<file path="src/rtl/mmcm_reconfig_pkg.sv">
// ============================================================================
// Module      : mmcm_reconfig_pkg
// Description : Shared types and constants for the MMCM DRP reconfiguration
//               controller (FSM states, error codes, DRP addresses, ROM entry).
//               MMCM_RECONFIG_READBACK_EN adds the CHK readback state.
// Revision    : 1.0 - initial release
// ============================================================================
`timescale 1ns/1ps
`default_nettype none

package mmcm_reconfig_pkg;

  typedef enum logic [3:0] {
    S_IDLE       = 4'd0,
    S_RST_ASSERT = 4'd1,
    S_RD         = 4'd2,
    S_RD_WAIT    = 4'd3,
    S_WR         = 4'd4,
    S_WR_WAIT    = 4'd5,
`ifdef MMCM_RECONFIG_READBACK_EN
    S_CHK        = 4'd6,
`endif
    S_NEXT       = 4'd7,
    S_RST_HOLD   = 4'd8,
    S_LOCK_WAIT  = 4'd9,
    S_DONE       = 4'd10,
    S_ERR        = 4'd11
  } state_t;

  localparam logic [1:0] c_ERR_NONE = 2'd0;
  localparam logic [1:0] c_ERR_DRDY = 2'd1;
  localparam logic [1:0] c_ERR_LOCK = 2'd2;
  localparam logic [1:0] c_ERR_RDBK = 2'd3;

  localparam logic [6:0] c_ADDR_CLKOUT0_REG1  = 7'h08;
  localparam logic [6:0] c_ADDR_CLKOUT0_REG2  = 7'h09;
  localparam logic [6:0] c_ADDR_CLKOUT2_REG1  = 7'h0C;
  localparam logic [6:0] c_ADDR_CLKOUT2_REG2  = 7'h0D;
  localparam logic [6:0] c_ADDR_CLKFBOUT_REG1 = 7'h14;
  localparam logic [6:0] c_ADDR_CLKFBOUT_REG2 = 7'h15;
  localparam logic [6:0] c_ADDR_DIVCLK        = 7'h16;

  typedef struct packed {
    logic [6:0]  addr;
    logic [15:0] mask;
    logic [15:0] data;
  } rom_entry_t;

  function automatic logic [15:0] sat_inc(input logic [15:0] v);
    return (v == 16'hFFFF) ? v : v + 16'd1;
  endfunction

endpackage

`default_nettype wire

</file>
<file path="src/rtl/mmcm_cfg_rom.sv">
// ============================================================================
// Module      : mmcm_cfg_rom
// Description : Combinational (cfg_sel, idx) -> DRP read-modify-write entry.
// Revision    : 1.0 - initial release
// ============================================================================
`timescale 1ns/1ps
`default_nettype none

module mmcm_cfg_rom
  import mmcm_reconfig_pkg::*;
#(
  parameter int N_ENTRIES = 4
) (
  input  logic [1:0]  i_cfg_sel,
  input  logic [3:0]  i_idx,
  output logic [6:0]  o_addr,
  output logic [15:0] o_mask,
  output logic [15:0] o_data
);

  localparam logic [4:0] c_N = 5'(N_ENTRIES);

  logic [15:0] w_r1_data;
  logic [15:0] w_r2_data;
  logic [15:0] w_fb_data;
  logic [15:0] w_div_data;
  rom_entry_t  w_entry;

  // Divider encodings: reg1 = {high_time[11:6], low_time[5:0]}
  always_comb begin
    w_r1_data  = 16'h0041;
    w_r2_data  = 16'h0000;
    w_fb_data  = 16'h0145;
    w_div_data = 16'h1041;
    case (i_cfg_sel)
      2'd1: begin
        w_r1_data = 16'h0082; w_fb_data = 16'h0186; w_div_data = 16'h1041;
      end
      2'd2: begin
        w_r1_data = 16'h00C3; w_fb_data = 16'h01C7; w_div_data = 16'h0041;
      end
      2'd3: begin
        w_r1_data = 16'h0104; w_r2_data = 16'h0080;
        w_fb_data = 16'h0208; w_div_data = 16'h0082;
      end
      default: ;
    endcase
  end

  always_comb begin
    w_entry = '{addr: c_ADDR_CLKFBOUT_REG2, mask: 16'hFFFF, data: 16'h0000};
    if ({1'b0, i_idx} < c_N) begin
      case (i_idx)
        4'd0: w_entry = '{addr: c_ADDR_CLKOUT0_REG1,  mask: 16'h1000, data: w_r1_data};
        4'd1: w_entry = '{addr: c_ADDR_CLKOUT0_REG2,  mask: 16'hFC00, data: w_r2_data};
        4'd2: w_entry = '{addr: c_ADDR_CLKFBOUT_REG1, mask: 16'h1000, data: w_fb_data};
        4'd3: w_entry = '{addr: c_ADDR_DIVCLK,        mask: 16'hC000, data: w_div_data};
        4'd4: w_entry = '{addr: c_ADDR_CLKOUT2_REG1,  mask: 16'h1000, data: w_r1_data};
        4'd5: w_entry = '{addr: c_ADDR_CLKOUT2_REG2,  mask: 16'hFC00, data: w_r2_data};
        4'd6: w_entry = '{addr: c_ADDR_CLKFBOUT_REG2, mask: 16'hFC00, data: 16'h0000};
        default: ;
      endcase
    end
  end

  assign o_addr = w_entry.addr;
  assign o_mask = w_entry.mask;
  assign o_data = w_entry.data;

endmodule

`default_nettype wire

</file>
<file path="src/rtl/mmcm_reconfig_ctrl.sv">
// ============================================================================
// Module      : mmcm_reconfig_ctrl
// Description : MMCM DRP reconfiguration sequencer (RMW of ROM entries, MMCM
//               reset, lock wait). MMCM_RECONFIG_READBACK_EN adds write readback.
// Revision    : 1.0 - initial release
// ============================================================================
`timescale 1ns/1ps
`default_nettype none

module mmcm_reconfig_ctrl
  import mmcm_reconfig_pkg::*;
#(
  parameter int N_ENTRIES    = 4,
  parameter int DRDY_TIMEOUT = 64,
  parameter int LOCK_TIMEOUT = 65535,
  parameter int RST_CYCLES   = 8
) (
  input  logic        clk_in,
  input  logic        reset,
  input  logic        start,
  input  logic [1:0]  cfg_sel,
  output logic        busy,
  output logic        done,
  output logic        error,
  output logic [1:0]  err_code,
  output logic        mmcm_rst,
  output logic [6:0]  daddr,
  output logic [15:0] di,
  output logic        den,
  output logic        dwe,
  input  logic [15:0] do_in,
  input  logic        drdy,
  input  logic        locked,
  output logic        locked_out
);

  localparam logic [15:0] c_DRDY_LAST = 16'(DRDY_TIMEOUT - 1);
  localparam logic [15:0] c_LOCK_LAST = 16'(LOCK_TIMEOUT - 1);
  localparam logic [15:0] c_RST_LAST  = 16'(RST_CYCLES - 1);
  localparam logic [3:0]  c_IDX_LAST  = 4'(N_ENTRIES - 1);

  state_t      r_state;
  logic [1:0]  r_cfg;
  logic [3:0]  r_idx;
  logic [15:0] r_cnt;
  logic [15:0] r_new;
  logic        r_lock_meta;
  logic        r_lock_s;
`ifdef MMCM_RECONFIG_READBACK_EN
  logic        r_chk_sent;
`endif

  logic [6:0]  w_addr;
  logic [15:0] w_mask;
  logic [15:0] w_data;

  mmcm_cfg_rom #(.N_ENTRIES(N_ENTRIES)) u_rom (
    .i_cfg_sel (r_cfg),
    .i_idx     (r_idx),
    .o_addr    (w_addr),
    .o_mask    (w_mask),
    .o_data    (w_data)
  );

  assign locked_out = r_lock_s & ~busy;

  always_ff @(posedge clk_in) begin
    if (reset) begin
      r_state     <= S_IDLE;
      r_cfg       <= 2'd0;
      r_idx       <= 4'd0;
      r_cnt       <= 16'd0;
      r_new       <= 16'd0;
      r_lock_meta <= 1'b0;
      r_lock_s    <= 1'b0;
      busy        <= 1'b0;
      done        <= 1'b0;
      error       <= 1'b0;
      err_code    <= c_ERR_NONE;
      mmcm_rst    <= 1'b1;
      daddr       <= 7'd0;
      di          <= 16'd0;
      den         <= 1'b0;
      dwe         <= 1'b0;
`ifdef MMCM_RECONFIG_READBACK_EN
      r_chk_sent  <= 1'b0;
`endif
    end else begin
      r_lock_meta <= locked;
      r_lock_s    <= r_lock_meta;
      done        <= 1'b0;
      den         <= 1'b0;
      dwe         <= 1'b0;
      case (r_state)
        S_IDLE: begin
          mmcm_rst <= 1'b0;
          if (start) begin
            r_cfg    <= cfg_sel;
            error    <= 1'b0;
            err_code <= c_ERR_NONE;
            busy     <= 1'b1;
            r_idx    <= 4'd0;
            mmcm_rst <= 1'b1;
            r_state  <= S_RST_ASSERT;
          end
        end
        S_RST_ASSERT: begin
          mmcm_rst <= 1'b1;
          r_state  <= S_RD;
        end
        S_RD: begin
          den     <= 1'b1;
          daddr   <= w_addr;
          r_cnt   <= 16'd0;
          r_state <= S_RD_WAIT;
        end
        S_RD_WAIT: begin
          if (drdy) begin
            r_new   <= (do_in & w_mask) | w_data;
            r_state <= S_WR;
          end else if (r_cnt == c_DRDY_LAST) begin
            error <= 1'b1; err_code <= c_ERR_DRDY; busy <= 1'b0;
            mmcm_rst <= 1'b0; r_state <= S_ERR;
          end else begin
            r_cnt <= sat_inc(r_cnt);
          end
        end
        S_WR: begin
          den     <= 1'b1;
          dwe     <= 1'b1;
          daddr   <= w_addr;
          di      <= r_new;
          r_cnt   <= 16'd0;
          r_state <= S_WR_WAIT;
        end
        S_WR_WAIT: begin
          if (drdy) begin
`ifdef MMCM_RECONFIG_READBACK_EN
            r_chk_sent <= 1'b0;
            r_state    <= S_CHK;
`else
            r_state    <= S_NEXT;
`endif
          end else if (r_cnt == c_DRDY_LAST) begin
            error <= 1'b1; err_code <= c_ERR_DRDY; busy <= 1'b0;
            mmcm_rst <= 1'b0; r_state <= S_ERR;
          end else begin
            r_cnt <= sat_inc(r_cnt);
          end
        end
`ifdef MMCM_RECONFIG_READBACK_EN
        // daddr still holds the address just written
        S_CHK: begin
          if (!r_chk_sent) begin
            den        <= 1'b1;
            r_chk_sent <= 1'b1;
            r_cnt      <= 16'd0;
          end else if (drdy) begin
            if (do_in == r_new) begin
              r_state <= S_NEXT;
            end else begin
              error <= 1'b1; err_code <= c_ERR_RDBK; busy <= 1'b0;
              mmcm_rst <= 1'b0; r_state <= S_ERR;
            end
          end else if (r_cnt == c_DRDY_LAST) begin
            error <= 1'b1; err_code <= c_ERR_DRDY; busy <= 1'b0;
            mmcm_rst <= 1'b0; r_state <= S_ERR;
          end else begin
            r_cnt <= sat_inc(r_cnt);
          end
        end
`endif
        S_NEXT: begin
          r_cnt <= 16'd0;
          if (r_idx == c_IDX_LAST) begin
            r_state <= S_RST_HOLD;
          end else begin
            r_idx   <= r_idx + 4'd1;
            r_state <= S_RD;
          end
        end
        S_RST_HOLD: begin
          if (r_cnt == c_RST_LAST) begin
            mmcm_rst <= 1'b0;
            r_cnt    <= 16'd0;
            r_state  <= S_LOCK_WAIT;
          end else begin
            r_cnt <= sat_inc(r_cnt);
          end
        end
        S_LOCK_WAIT: begin
          if (r_lock_s) begin
            done    <= 1'b1;
            busy    <= 1'b0;
            r_state <= S_DONE;
          end else if (r_cnt == c_LOCK_LAST) begin
            error <= 1'b1; err_code <= c_ERR_LOCK; busy <= 1'b0;
            mmcm_rst <= 1'b0; r_state <= S_ERR;
          end else begin
            r_cnt <= sat_inc(r_cnt);
          end
        end
        S_DONE:  r_state <= S_IDLE;
        S_ERR:   r_state <= S_IDLE;
        default: r_state <= S_IDLE;
      endcase
    end
  end

endmodule

`default_nettype wire

</file>
<file path="config.mk">
export PLATFORM = sky130hd
export DESIGN_NAME = mmcm_reconfig_ctrl
export DESIGN_NICKNAME = d
export VERILOG_FILES = /design/src/rtl/mmcm_reconfig_pkg.sv /design/src/rtl/mmcm_cfg_rom.sv /design/src/rtl/mmcm_reconfig_ctrl.sv
export SDC_FILE = /design/constraint.sdc
export NUM_CORES = 1
export LEC_CHECK = 0
export BUFFER_PORTS_ARGS = -buffer_cell sky130_fd_sc_hd__buf_2
export CAP_MARGIN = 20
export CORE_MARGIN = 2
export CORE_UTILIZATION = 61
export CTS_CLUSTER_DIAMETER = 150
export DETAILED_ROUTE_END_ITERATION = 7
export GPL_ROUTABILITY_DRIVEN = 0
export PLACE_DENSITY = 0.9
export SLEW_MARGIN = 20
export SYNTH_ARGS = -nofsm -noshare
export SYNTH_HDL_FRONTEND = slang
export SYNTH_SLANG_ARGS = --single-unit
</file>
<file path="constraint.sdc">
create_clock -name clk_in -period 3.72 [get_ports clk_in]
set_input_delay 0.186 -clock clk_in [delete_from_list [all_inputs] [get_ports clk_in]]
set_output_delay 0.186 -clock clk_in [all_outputs]
set_load 0.03 [all_outputs]
</file>
=== After elaboration in Yosys (flattened, before gate mapping) ===
Index checks and enable logic that the tools add are counted.

* ROM bits: 0
* Flip-flop bits (word level): 75
* Bits of input ports: 23
* Bits in writable memories: 0
* Memories: 0
* Bits in latches: 0

* Multiply operators: 0
* Div/mod/pow operators: 0
* Equal/unequal tests: 31
* Multiplexer cells: 50
* Reduce and logical (&&, ||, !) cells: 18
* Bitwise gates (word level): 5
* Shift operators: 0
* Add/sub/neg operators: 2
* Order comparisons: 1

{| class="wikitable"
|+ Operators by type and width
! cell !! number
|-
| $pmux W37 S7 || 1
|-
| $mux W16 || 6
|-
| $pmux W16 S4 || 1
|-
| $mux W4 || 10
|-
| $mux W39 || 1
|-
| $pmux W4 S9 || 1
|-
| $eq A16 B16 Y1 const B || 2
|-
| $pmux W10 S3 || 1
|-
| $pmux W9 S3 || 1
|-
| $pmux W13 S2 || 1
|-
| $eq A4 B3 Y1 const B || 6
|-
| $add A16 B1 Y16 const B || 1
|-
| $and A16 B16 Y16 || 1
|-
| $eq A16 B3 Y1 const B || 1
|-
| $eq A16 B6 Y1 const B || 1
|-
| $eq A4 B2 Y1 const B || 4
|-
| $mux W1 || 16
|-
| $ne A2 B2 Y1 const B || 8
|-
| $or A16 B16 Y16 || 1
|-
| $reduce_and A6 Y1 || 2
|-
| $mux W2 || 5
|-
| $reduce_and A5 Y1 || 2
|-
| $eq A4 B1 Y1 const B || 2
|-
| $eq A4 B4 Y1 const B || 2
|-
| other kinds (22) || 30
|}

=== Depth between registers and ports, before layout ===
* Depth in word-level cells: 6
* Gate-level depth with buffers: 8

=== Modules after synthesis ===
Synthesis repeated with hierarchy kept, for this count alone.

* Cell total of the unflattened synthesis: 468
* Area, all modules: 3773.6 µm²

{| class="wikitable"
|+ Modules (own cells, without submodules)
! module !! times used !! cells an instance !! area each (µm²)
|-
| mmcm_reconfig_ctrl || 1 || 413 || 3392.0
|-
| mmcm_cfg_rom || 1 || 55 || 381.6
|}

=== Worst setup path after synthesis ===
No wires, ideal clock.

* Path kind: register to register
* Start: reg r_cnt[0]
* End: reg r_cnt[6]
* Arrival: 2290 ps
* Library setup time: 122 ps
* Setup slack: 1309 ps
* Cell stages (with the launch flop): 9
* Cell sequence: dfxtp_1 > ha_1 > or4b_4 > or4_4 > a2bb2oi_4 > nand3_4 > buf_12 > o21bai_1 > nor3b_2

* Cells in the longest elaborated chain, start to end: 5
* Elaborated cells on any way between the ends: 15
* Those cells by class: add/sub (1); eq/ne (6); mux (7); reduce/logical (1)

{| class="wikitable"
|+ RTL lines
! element !! RTL line !! RTL
|-
| start: declaration || mmcm_reconfig_ctrl.sv:45 || <nowiki>logic [15:0] r_cnt;</nowiki>
|-
| start signal: assignment || mmcm_reconfig_ctrl.sv:125 || <nowiki>r_cnt <= sat_inc(r_cnt);</nowiki>
|-
| start signal: assignment || mmcm_reconfig_ctrl.sv:148 || <nowiki>r_cnt <= sat_inc(r_cnt);</nowiki>
|-
| start signal: assignment || mmcm_reconfig_ctrl.sv:188 || <nowiki>r_cnt <= sat_inc(r_cnt);</nowiki>
|-
| $add A16 B1 Y16 / $eq A16 B16 Y1 (equally long branches) || mmcm_reconfig_pkg.sv:50 || <nowiki>return (v == 16'hFFFF) ? v : v + 16'd1;</nowiki>
|-
| $mux W16 || mmcm_reconfig_pkg.sv:50 ||
|-
| $mux W16 (on tied branches) || mmcm_reconfig_ctrl.sv:196, mmcm_reconfig_ctrl.sv:121, mmcm_reconfig_ctrl.sv:144 ||
|-
| $mux W16 (on tied branches) || mmcm_reconfig_ctrl.sv:192, mmcm_reconfig_ctrl.sv:118 ||
|-
| $pmux W16 S4 || mmcm_reconfig_ctrl.sv:94 || <nowiki>case (r_state)</nowiki>
|}

Several ways; a longest one is shown, not always the timed one. The select of a mux whose other input is x is not followed.
A chain may end at the register's enable or synchronous reset.

=== Worst setup path after layout ===
* Start: reg r_state[3]
* End: reg r_cnt[1]

* Cells in the longest elaborated chain, start to end: 4
* Elaborated cells on any way between the ends: 16
* Those cells by class: eq/ne (11); mux (1); reduce/logical (4)

{| class="wikitable"
|+ RTL lines
! element !! RTL line !! RTL
|-
| start: declaration || mmcm_reconfig_ctrl.sv:42 || <nowiki>state_t r_state;</nowiki>
|-
| start signal: assignment || mmcm_reconfig_ctrl.sv:69 || <nowiki>r_state <= S_IDLE;</nowiki>
|-
| start signal: assignment || mmcm_reconfig_ctrl.sv:104 || <nowiki>r_state <= S_RST_ASSERT;</nowiki>
|-
| start signal: assignment || mmcm_reconfig_ctrl.sv:109 || <nowiki>r_state <= S_RD;</nowiki>
|-
| $eq A4 B3 Y1 / $eq A4 B2 Y1 (equally long branches) || mmcm_reconfig_ctrl.sv:94 ||
|-
| $reduce_or A3 Y1 (no source line) / $reduce_or A2 Y1 (equally long branches) || -- ||
|-
| $reduce_bool A4 Y1 (no source line) / $ne A2 B2 Y1 (equally long branches) || -- ||
|-
| $reduce_and A5 Y1 (no source line) || -- ||
|}

Several ways; a longest one is shown, not always the timed one.

==> reports/metrics.cfg <==
[run_status]
status=completed

[layout]
layout_common_cells=dfxtp_1, nand2_1, buf_2
area_growth_pct=13.5
fillers=446
layout_commonest_cell=dfxtp_1
multiInputGateArea_um2=1990
drive_gt1_share_pct=18.8
antenna_cells=0
nNetsFinal=512
seqCellArea_um2=1460
fin_cells=559

[clock_tree]
max-clock-path-buffers=2
post_cts_resized=0
clock_sinks=73
clkTransAtPathRegs_ns=0.08
cts_setup_buffers=0
cts_buffers=9
clock_latency_ns=0.35
root_buffer=clkbuf_8
cts_tree=built
htree_levels=3
hold_buffers=0

[setup_path]
endpoint_kind=flop
required_ns=3.97
path_max_fanout=20
critical_path_class=reg2reg
cp.arrival_ns=2.87
startpoint_type=flop

[timing]
min_period_ns=2.61
min_period_over_period_pct=70.2
hold_viol=0
tns_ns=0
max_freq_mhz=383
final.setup_skew_ns=0.0127
rsz0062_at_grt=no
setup_viol=0
setup_ws_ns=1.11
slew_viol_final=0
worst_pin_slew_ns=0.995
slew_headroom_pct=33.7

[routing]
initialDrtViolationCount=270
drc=0
vias=3363
wirelength_mm=8.64
detail-route-antenna-nets=0
viasPerCell=6.02
drtPass1Iterations=5
wl_per_cell_um=15.5

[floorplan]
start_util_pct=62.3
die_h_um=81.1
fp-row-count=28
die_width_um=81.1
io_pins=55
design.core.area_um2=5820
dieArea_um2=6570

[logic_synthesis]
ys_seq_area_share_pct=40.3
yosysTopAreaCellShare_pct=40.3
async_flop_share_pct=0
syn_area_um2=3620
synth_area_leaders=dfxtp_1, nand2_1, nor2_1
ys_ff_latch=73
yosysTopAreaCell=dfxtp_1
synth.avg_cell_area_um2=8.29
synth_edf_count=0
synth_flop_cell=dfxtp_1
synth_cell_types=74
syn-instance-count=437
yosysWarnings=0

[hold_path]
worst_hold_path_type=in2reg

[global_routing]
grt_pass1_wl_mm=13.8
grt_usage_pct=26.9
grt_start_max_net_pins=58
antenna_found_initial=0
overflow=0
grt_pass1_vias=2956

[power_and_ir_drop]
p_comb_share_pct=17.4
power_switching_mw=0.588
p_int_mw=1.40
finalPower_mw=1.99
cellLeakagePower_nw=1.54
ir_worst_vdd_uv=362
powerDensity_nw_per_um2=483
p_sw_share_pct=29.6
power.share.clock_pct=38.5
p_seq_share_pct=44.1

[place]
portBuffers=52
dp_slack_ns=1.22
dp_cells=543
dp_hpwl_mm=5.85

[flow_run]
maxCapViolCount=0

-- final cells by class --
type	instances	share of cell area [%]
inverters	11	1.00
well taps	75	2.28
clock inverters	7	3.01
clock buffers	9	3.01
multi-input cells	330	48.4
flip-flops and latches	73	35.5
repair buffers	54	6.70
-- synthesized netlist by cell type (2+ instances only) --
| cell | instances |
|---|---|
| dfxtp_1 | 73 |
| nand2_1 | 63 |
| nor2_1 | 49 |
| a21oi_1 | 35 |
| nor3_1 | 17 |
| clkbuf_1 | 15 |
| nand3_1 | 13 |
| a211oi_1 | 12 |
| nand4_1 | 11 |
| ha_1 | 10 |
| inv_1 | 10 |
| xor2_1 | 9 |
| o21ai_0 | 7 |
| mux2i_1 | 6 |
| a22oi_1 | 5 |
| a31oi_1 | 5 |
| and3_1 | 5 |
| nor2b_1 | 5 |
| o21a_1 | 5 |
| o21ai_1 | 5 |
| or3_1 | 5 |
| or4_1 | 5 |
| o211ai_1 | 3 |
| and2_0 | 2 |
| and2_1 | 2 |
| and4_1 | 2 |
| buf_1 | 2 |
| buf_2 | 2 |
| buf_4 | 2 |
| buf_6 | 2 |
| nand2_2 | 2 |
| nor3b_1 | 2 |
| nor4_2 | 2 |
| o22ai_1 | 2 |
| o31ai_1 | 2 |
| xnor2_1 | 2 |
-- layer usage --
layer  track usage (%)  vias up  routed length, um
met1              36.8     1521               3840
met5                 0        -                  0
met3              4.89       24                662
met4              11.9        0                163
li1                  -     1650                  -
met2              41.6      168               3970
-- power groups by stage --
stage | Sequential (mW) | Clock, mW | Combinational (mW)
2_1_floorplan | 0.909 | 0 | 0.244
3_3_place_gp | 0.887 | 0 | 0.327
3_5_place_dp | 0.891 | 0 | 0.335
4_1_cts | 0.873 | 0.775 | 0.340
5_1_grt | 0.884 | 0.808 | 0.375
6_report | 0.876 | 0.766 | 0.345
-- through the flow --
stage	hold WS (ns)	cell area, um2	util, %
after floorplan	0.314	3630	-
after global placement	0.399	3860	66.4
after detailed placement	0.405	3860	66.4
after CTS	0.0398	4110	70.7
after global routing	0.0464	4110	70.7
final	0.0509	4110	70.7
-- worst paths after layout --
kind                    from  depth (start not counted)  slack [ns]          end
setup / recovery  r_state[3]                          5        1.11     r_cnt[1]
hold / removal        locked                          2        0.05  r_lock_meta
setup reg to reg  r_state[3]                          5        1.11     r_cnt[1]
hold reg to reg    r_new[13]                          2        0.45    r_new[13]
-- worst max-delay path: stages (launching register included) --
cell and delay, ns:
dfxtp_1 0.78, nor4bb_1 0.78, a21o_1 0.25, nand3_1 0.20, and3_4 0.27, a211oi_1 0.24
-- state kept, by name, indices dropped and copies added, names as in the netlist --
register     count
di              16
done             1
dwe              1
err_code         2
den              1
busy             1
error            1
r_cfg            2
r_new           16
daddr            5
r_idx            4
r_lock_s         1
r_lock_meta      1
mmcm_rst         1
r_cnt           16
r_state          4
-- cell families (layout without fill, tap and decap cells) --
logic type	Yosys count	after routing	synth area share, %
AOI/OAI and AO/OA	100	100	18.8
xor gates and xnor gates	11	11	2.66
adders and majority gates	10	10	3.45
buffers and inverters	35	81	4.77
DFF	73	73	40.3
muxes	6	6	1.66
other	1	2	0.104
and+or+nand+nor	201	201	28.2
No activity file was read; power rests on OpenSTA's default activity.
